**config.mk**
```make
export PLATFORM = sky130hd
export DESIGN_NAME = axis_frame_arb
export DESIGN_NICKNAME = d
export VERILOG_FILES = /design/src/rtl/axis_frame_arb.sv
export SDC_FILE = /design/constraint.sdc
export NUM_CORES = 1
export LEC_CHECK = 0
export CAP_MARGIN = 40
export CORE_ASPECT_RATIO = 0.5
export CORE_MARGIN = 2
export CORE_UTILIZATION = 38
export CTS_CLUSTER_SIZE = 24
export DETAILED_ROUTE_END_ITERATION = 10
export PLACE_DENSITY = 0.89
export SYNTH_ARGS = -nofsm -noshare
export SYNTH_HDL_FRONTEND = slang
export SYNTH_SLANG_ARGS = --single-unit
```
**constraint.sdc**
```tcl
create_clock -name clk -period 3.3 [get_ports clk]
set_input_delay 0.495 -clock clk [delete_from_list [all_inputs] [get_ports clk]]
set_output_delay 0.495 -clock clk [all_outputs]
set_load 0.005 [all_outputs]
```
**src/rtl/axis_frame_arb.sv**
```systemverilog
// Frame-aware round-robin arbiter: one grant per frame from S_COUNT AXI-stream sources,
// feeding a single registered output stage that tags each beat with its source index.
module axis_frame_arb #(
    parameter int S_COUNT    = 4,
    parameter int DATA_WIDTH = 8,
    parameter int USER_WIDTH = 1,
    parameter int ID_WIDTH   = 4
) (
    input  logic                          clk,
    input  logic                          rst,
    input  logic [S_COUNT*DATA_WIDTH-1:0] s_axis_tdata,
    input  logic [S_COUNT-1:0]            s_axis_tvalid,
    output logic [S_COUNT-1:0]            s_axis_tready,
    input  logic [S_COUNT-1:0]            s_axis_tlast,
    input  logic [S_COUNT*USER_WIDTH-1:0] s_axis_tuser,
    output logic [DATA_WIDTH-1:0]         m_axis_tdata,
    output logic                          m_axis_tvalid,
    input  logic                          m_axis_tready,
    output logic                          m_axis_tlast,
    output logic [ID_WIDTH-1:0]           m_axis_tid,
    output logic [USER_WIDTH-1:0]         m_axis_tuser,
    output logic                          grant_valid,
    output logic [ID_WIDTH-1:0]           grant_index
);
    localparam int IW = (S_COUNT > 1) ? $clog2(S_COUNT) : 1;

    typedef enum logic {IDLE, GRANT} state_t;

    state_t          state;
    logic [IW-1:0]   rr_ptr;
    logic [IW-1:0]   gidx;
    logic            pick_found;
    logic [IW-1:0]   pick_idx;
    logic            g_valid;
    logic            g_last;
    logic            out_free;
    logic            xfer;

    // Modulo-S_COUNT add that also works for non-power-of-2 source counts.
    function automatic logic [IW-1:0] wrap_add(input logic [IW-1:0] a, input int b);
        int s;
        s = int'(a) + b;
        if (s >= S_COUNT) s = s - S_COUNT;
        return IW'(s);
    endfunction

    // Scan downward so the closest index at or above rr_ptr is the last one written.
    always_comb begin
        pick_found = 1'b0;
        pick_idx   = '0;
        for (int k = S_COUNT - 1; k >= 0; k--) begin
            if (s_axis_tvalid[wrap_add(rr_ptr, k)]) begin
                pick_found = 1'b1;
                pick_idx   = wrap_add(rr_ptr, k);
            end
        end
    end

    assign g_valid  = (state == GRANT) && s_axis_tvalid[gidx];
    assign g_last   = s_axis_tlast[gidx];
    assign out_free = m_axis_tready || !m_axis_tvalid;
    assign xfer     = g_valid && out_free;

    always_comb begin
        s_axis_tready = '0;
        if (state == GRANT) s_axis_tready[gidx] = out_free;
    end

    assign grant_index = ID_WIDTH'(gidx);

    always_ff @(posedge clk) begin
        if (rst) begin
            state         <= IDLE;
            rr_ptr        <= '0;
            gidx          <= '0;
            grant_valid   <= 1'b0;
            m_axis_tvalid <= 1'b0;
        end else begin
            case (state)
                IDLE: begin
                    if (pick_found) begin
                        state       <= GRANT;
                        gidx        <= pick_idx;
                        grant_valid <= 1'b1;
                    end
                end
                GRANT: begin
                    if (xfer && g_last) begin
                        state       <= IDLE;
                        gidx        <= '0;
                        grant_valid <= 1'b0;
                        rr_ptr      <= wrap_add(gidx, 1);
                    end
                end
                default: state <= IDLE;
            endcase

            if (xfer)               m_axis_tvalid <= 1'b1;
            else if (m_axis_tready) m_axis_tvalid <= 1'b0;
        end
    end

    // Payload needs no reset: it is only looked at while m_axis_tvalid is high.
    always_ff @(posedge clk) begin
        if (xfer) begin
            m_axis_tdata <= s_axis_tdata[int'(gidx)*DATA_WIDTH +: DATA_WIDTH];
            m_axis_tlast <= g_last;
            m_axis_tuser <= s_axis_tuser[int'(gidx)*USER_WIDTH +: USER_WIDTH];
            m_axis_tid   <= ID_WIDTH'(gidx);
        end
    end
endmodule

```
======== Word level (Yosys, flattened, before mapping) ========
Cells that the tools add are included.
storage, ports and cells
  input bits .............................. 47
  output and inout port bits .............. 24
  flip-flop bits (word level) ............. 19
cells by class
  reductions and logical operators ........ 9
  bitwise logic cells ..................... 2
  multiplexer cells ....................... 39
  shift-type cells ........................ 2
  eq/ne operators ......................... 2
  order comparisons ....................... 11
  $add $sub $neg .......................... 9
operator list
  kind                                                                                 count
  32-bit by 6-bit indexed part select with 8-bit output                                1
  2-bit two-way mux                                                                    11
  1-bit two-way mux                                                                    17
  2-bit by 3-bit less-than comparator with 1-bit output, second input constant         5
  1-bit binary-select mux with 2-bit select                                            6
  3-bit greater-or-equal comparator, second input constant                             4
  2-bit by 1-bit subtractor with 2-bit output, second input constant                   5
  2-bit by 1-bit adder with 3-bit output, second input constant                        2
  2-bit by 2-bit adder with 3-bit output, second input constant                        2
  4-bit bitwise AND                                                                    1
  1-bit logical AND                                                                    4
  4-bit two-way mux                                                                    1
  1-bit case mux with 2 select lines                                                   2
  2-bit case mux with 2 select lines                                                   1
  2-bit AND reduction                                                                  2
  4-bit by 3-bit indexed part select with 1-bit output                                 1
  2-bit by 3-bit greater-or-equal comparator with 1-bit output, second input constant  1
  1-bit demux with 2-bit select                                                        1
  2-bit by 1-bit greater-or-equal comparator with 1-bit output, second input constant  1
  2-bit by 1-bit != test with 1-bit output, second input constant                      1
  2-bit != test, second input constant                                                 1
  2-bit nonzero test                                                                   1
  1-bit logical NOT                                                                    1
  1-bit logical OR                                                                     1
  1-bit NOT                                                                            1

======== Depth between registers and ports, before layout ========
  depth after elaboration ................. 11
  gate-level depth with buffers ........... 5

======== Worst setup path before layout ========
OpenSTA, ideal clock, no wires.
  kind .................................... reg-to-reg
  from .................................... register gidx[1]
  to ...................................... register gidx[0]
  setup time .............................. 101 ps
  path buffers ............................ 0
  setup slack ............................. 1540 ps
  clock period less this slack ............ 1760 ps
  arrival ................................. 1659 ps
  cell stages (with the launch flop) ...... 5
  cell sequence ........................... dfxtp_1 -> mux4_2 -> and3_4 -> a2111o_1 -> o41ai_1
on the way
  word-level cells in the longest chain between the ends .. 7
  elaborated cells between the ends (all ways) .. 9
RTL lines
  element                                                    line  RTL
  start: declaration                                         31    logic [IW-1:0] gidx;
  start signal: assignment                                   83    gidx <= pick_idx;
  1-bit binary-select mux with 2-bit select                  59    assign g_valid = (state == GRANT) && s_axis_tvalid[gidx];
  1-bit two-way mux (implied by the code)                    59
  1-bit logical AND                                          59
  1-bit logical AND                                          62    assign xfer = g_valid && out_free;
  named net xfer                                             37    logic xfer;
  1-bit logical AND                                          88    if (xfer && g_last) begin
  2-bit by 1-bit != test with 1-bit output (no source line)  -
  2-bit AND reduction (no source line)                       -
The timed path passes the listed nets, and every way through them passes these cells. The select of a mux whose other input is x is not followed.
A chain may end at the register's enable or synchronous reset.

======== Worst setup path in the final report ========
  from .................................... register gidx[0]
  to ...................................... output s_axis_tready[2]
on the way
  word-level cells in the longest chain between the ends .. 6
  elaborated cells between the ends (all ways) .. 7
RTL lines
  element                                                                                                                                                      line  RTL
  2-bit by 3-bit less-than comparator with 1-bit output (implied by the code) or 2-bit by 1-bit greater-or-equal comparator with 1-bit output (tied branches)  66    if (state == GRANT) s_axis_tready[gidx] = out_free;
  1-bit logical AND (implied by the code)                                                                                                                      66
  1-bit two-way mux (implied by the code)                                                                                                                      66
  1-bit demux with 2-bit select *                                                                                                                              66
  4-bit bitwise AND (no source line) *                                                                                                                         -
  4-bit two-way mux *                                                                                                                                          66
  end: declaration                                                                                                                                             13    output logic [S_COUNT-1:0] s_axis_tready,
Mark *: on every way between the ends. The rest lies on a longest branch, timed or not.

==> impl_metrics.env <==
export IMPL_yosys_warnings=0
export IMPL_drtAntennaViolNets=0
export IMPL_synthTopCellsByArea="edfxtp_1 34%, mux4_2 23%, dfxtp_1 13%, ha_1 4.7%, buf_4 2.8%"
export IMPL_place_ws_ns=0.9459
export IMPL_ctsHtreeMaxLevel=1
export IMPL_cpPeakStageDelay_ns=0.64
export IMPL_port_buffers=66
export IMPL_grt_pass1_vias=936
export IMPL_hold_worst_slack_ns=0.5072
export IMPL_synth_edf_count=12
export IMPL_worstSetupEndpointType="primary output"
export IMPL_cts_resized_gates=0
export IMPL_wl_per_cell_um=15.34
export IMPL_netlist_instances=78
export IMPL_clk_pin_slew_ns=0.07
export IMPL_nNetsFinal=197
export IMPL_worstPathCellList="inv_1 > ha_1 > and3_1 > clkdlybuf4s50_1"
export IMPL_track_usage_pct=18.52
export IMPL_fin_crit_ns=2.428
export IMPL_insertion_delay_ns=0.25
export IMPL_numCtsBuffers=3
export IMPL_antenna_cells=0
export IMPL_antenna_found_initial=0
export IMPL_num_rows=13
export IMPL_max_freq_ghz=0.4118
export IMPL_hold_class="flip-flop to flip-flop"
export IMPL_fin_setup_tns_ns=0
export IMPL_synth_most_common_cell="edfxtp_1"
export IMPL_numClockSinks=19
export IMPL_start_kind="flip-flop"
export IMPL_drt_iter0_markers=28
export IMPL_slowest_stage="dfxtp_1"
export IMPL_viasPerCell=4.951
export IMPL_synth_top_area_share_pct=33.72
export IMPL_path_class="flip-flop to primary output"
export IMPL_die_x_um=78.99
export IMPL_worstPathArrival_ns=1.93
export IMPL_dieHeight_um=41.50
export IMPL_hold_violations=0
export IMPL_routabilityCongestion=0.7649
export IMPL_utilization_pct=68.28
export IMPL_final_setup_worst_slack_ns=0.8719
export IMPL_grt_overflow=0
export IMPL_ys_flop_type="edfxtp_1"
export IMPL_power_density_mw_per_mm2=334.5
export IMPL_synthTopCellsByCount="12 x edfxtp_1, 11 x mux4_2, 7 x dfxtp_1, 5 x a21oi_1, 5 x nor2_1"
export IMPL_ioPinCount=71
export IMPL_dp_hpwl_um=2330
export IMPL_tightest_slew_ns=0.5136
export IMPL_syn2layout_area_growth_pct=68.38
export IMPL_post_cts_buffers=0
export IMPL_setup_viol=0
export IMPL_synth_seq_cells=19
export IMPL_synth_largest_area_cell="edfxtp_1"
export IMPL_core_area_mm2=0.002635
export IMPL_cp_num_buf_inv=2
export IMPL_seq_area_frac_synth_pct=46.84
export IMPL_fillCellCount=193
export IMPL_ir_worst_vdd_uv=171.4
export IMPL_slew_limit_headroom_pct=65.71
export IMPL_cts_hold_buf=0
export IMPL_async_flop_share_pct=0
export IMPL_drc=0
export IMPL_fin_crit_sh_pct=73.58
export IMPL_die_area_mm2=0.003278
export IMPL_cp_top_family="flip-flops"
export IMPL_cap_violations=0
export IMPL_rsz0062_at_grt="false"
export IMPL_ys_types=29
export IMPL_fin_skew_ns=0.005731
export IMPL_cts_buffer_depth=2
export IMPL_crit_fanout=11
export IMPL_cts_tree="yes"
export IMPL_start_util_pct=40.55
export IMPL_outcome="finished, final reports clean"
export IMPL_drt_pre_antenna_iters=4
export IMPL_vias=901
export IMPL_required_ns=2.80
export IMPL_drv_slew=0
export IMPL_syn_area_per_cell_um2=13.70
export IMPL_power_leakage_nw=0.6555
export IMPL_cts_root_buf="clkbuf_8"
export IMPL_grt_pass1_wl_um=4567
export IMPL_netlist_area_mm2=0.001069
export IMPL_finalPower_mw=0.6019
export IMPL_wirelength_um=2792
export IMPL_grt_max_degree=14
export IMPL_drive_gt1_share_pct=12.41
==> final cells by class <==
class                   count  area (µm²)  share of cell area (%)
repair buffers             68       675.6                   37.55
flip-flops and latches     19       500.5                   27.82
clock buffers               4       45.04                   2.503
inverters                   4       15.01                  0.8345
well taps                  37       46.29                   2.573
multi-input cells          50       516.7                   28.72
==> layout by cell type (no fill, tap or decap), types with 2 or more instances in the layout <==
cell and instances:
mux4_2 11, dfxtp_1 7, mux2i_1 2, edfxtp_1 12, buf_4 2, conb_1 4
clkbuf_8 3, inv_1 4, ha_1 4, clkdlybuf4s50_1 66, a21oi_1 5, and3_1 4
nor2_1 5
==> flip-flops by register name, indices dropped and copies added (netlist names) <==
register	cells
m_axis_tdata	8
m_axis_tlast	1
m_axis_tvalid	1
grant_valid	1
m_axis_tid	2
m_axis_tuser	1
gidx	2
state	1
rr_ptr	2
==> worst min-delay path, delay by kind of cell (launching register included) <==
family / cells / cell delay [ns]
flops: 1 / 0.33
simple gates: 1 / 0.07
compound gates: 1 / 0.07
==> per-layer routing <==
metal,GRT usage (%),wire (µm)
met1,20.82,1040
met5,0,0
met3,4.783,123
met2,33.05,1516
met4,8.966,112
==> logic make-up after synthesis <==
family	count (synthesis)	synth area share, %
adders and majority gates	4	4.684
muxes	13	25.06
buffers and inverters	12	5.854
AOI/OAI and AO/OA	13	8.432
other	1	0.3510
and+or+nand+nor	16	8.783
DFF	19	46.84
==> power by group <==
part,internal [mW],switching [mW],total [mW]
Clock,0.0856,0.0703,0.156
Combinational,0.110,0.0501,0.160
Sequential,0.274,0.0124,0.286
==> metrics by stage <==
step	instances	cell area (µm²)
3_3_place_gp	178	1754
6_report	182	1799
5_1_grt	182	1799
4_1_cts	182	1799
3_5_place_dp	178	1754
2_1_floorplan	81	1080
==> final timing paths <==
path / startpoint / to / slack (ns) / depth (start not counted)
setup / recovery: gidx[0]$_SDFFE_PP0P_ / s_axis_tready[2] / 0.87 / 4
hold reg to reg: grant_valid$_SDFFE_PP0P_ / grant_valid$_SDFFE_PP0P_ / 0.51 / 2
hold / removal: grant_valid$_SDFFE_PP0P_ / grant_valid$_SDFFE_PP0P_ / 0.51 / 2
setup reg to reg: gidx[0]$_SDFFE_PP0P_ / rr_ptr[1]$_SDFFE_PP0P_ / 1.40 / 4
Note: power is estimated with default switching activity, not from simulation.
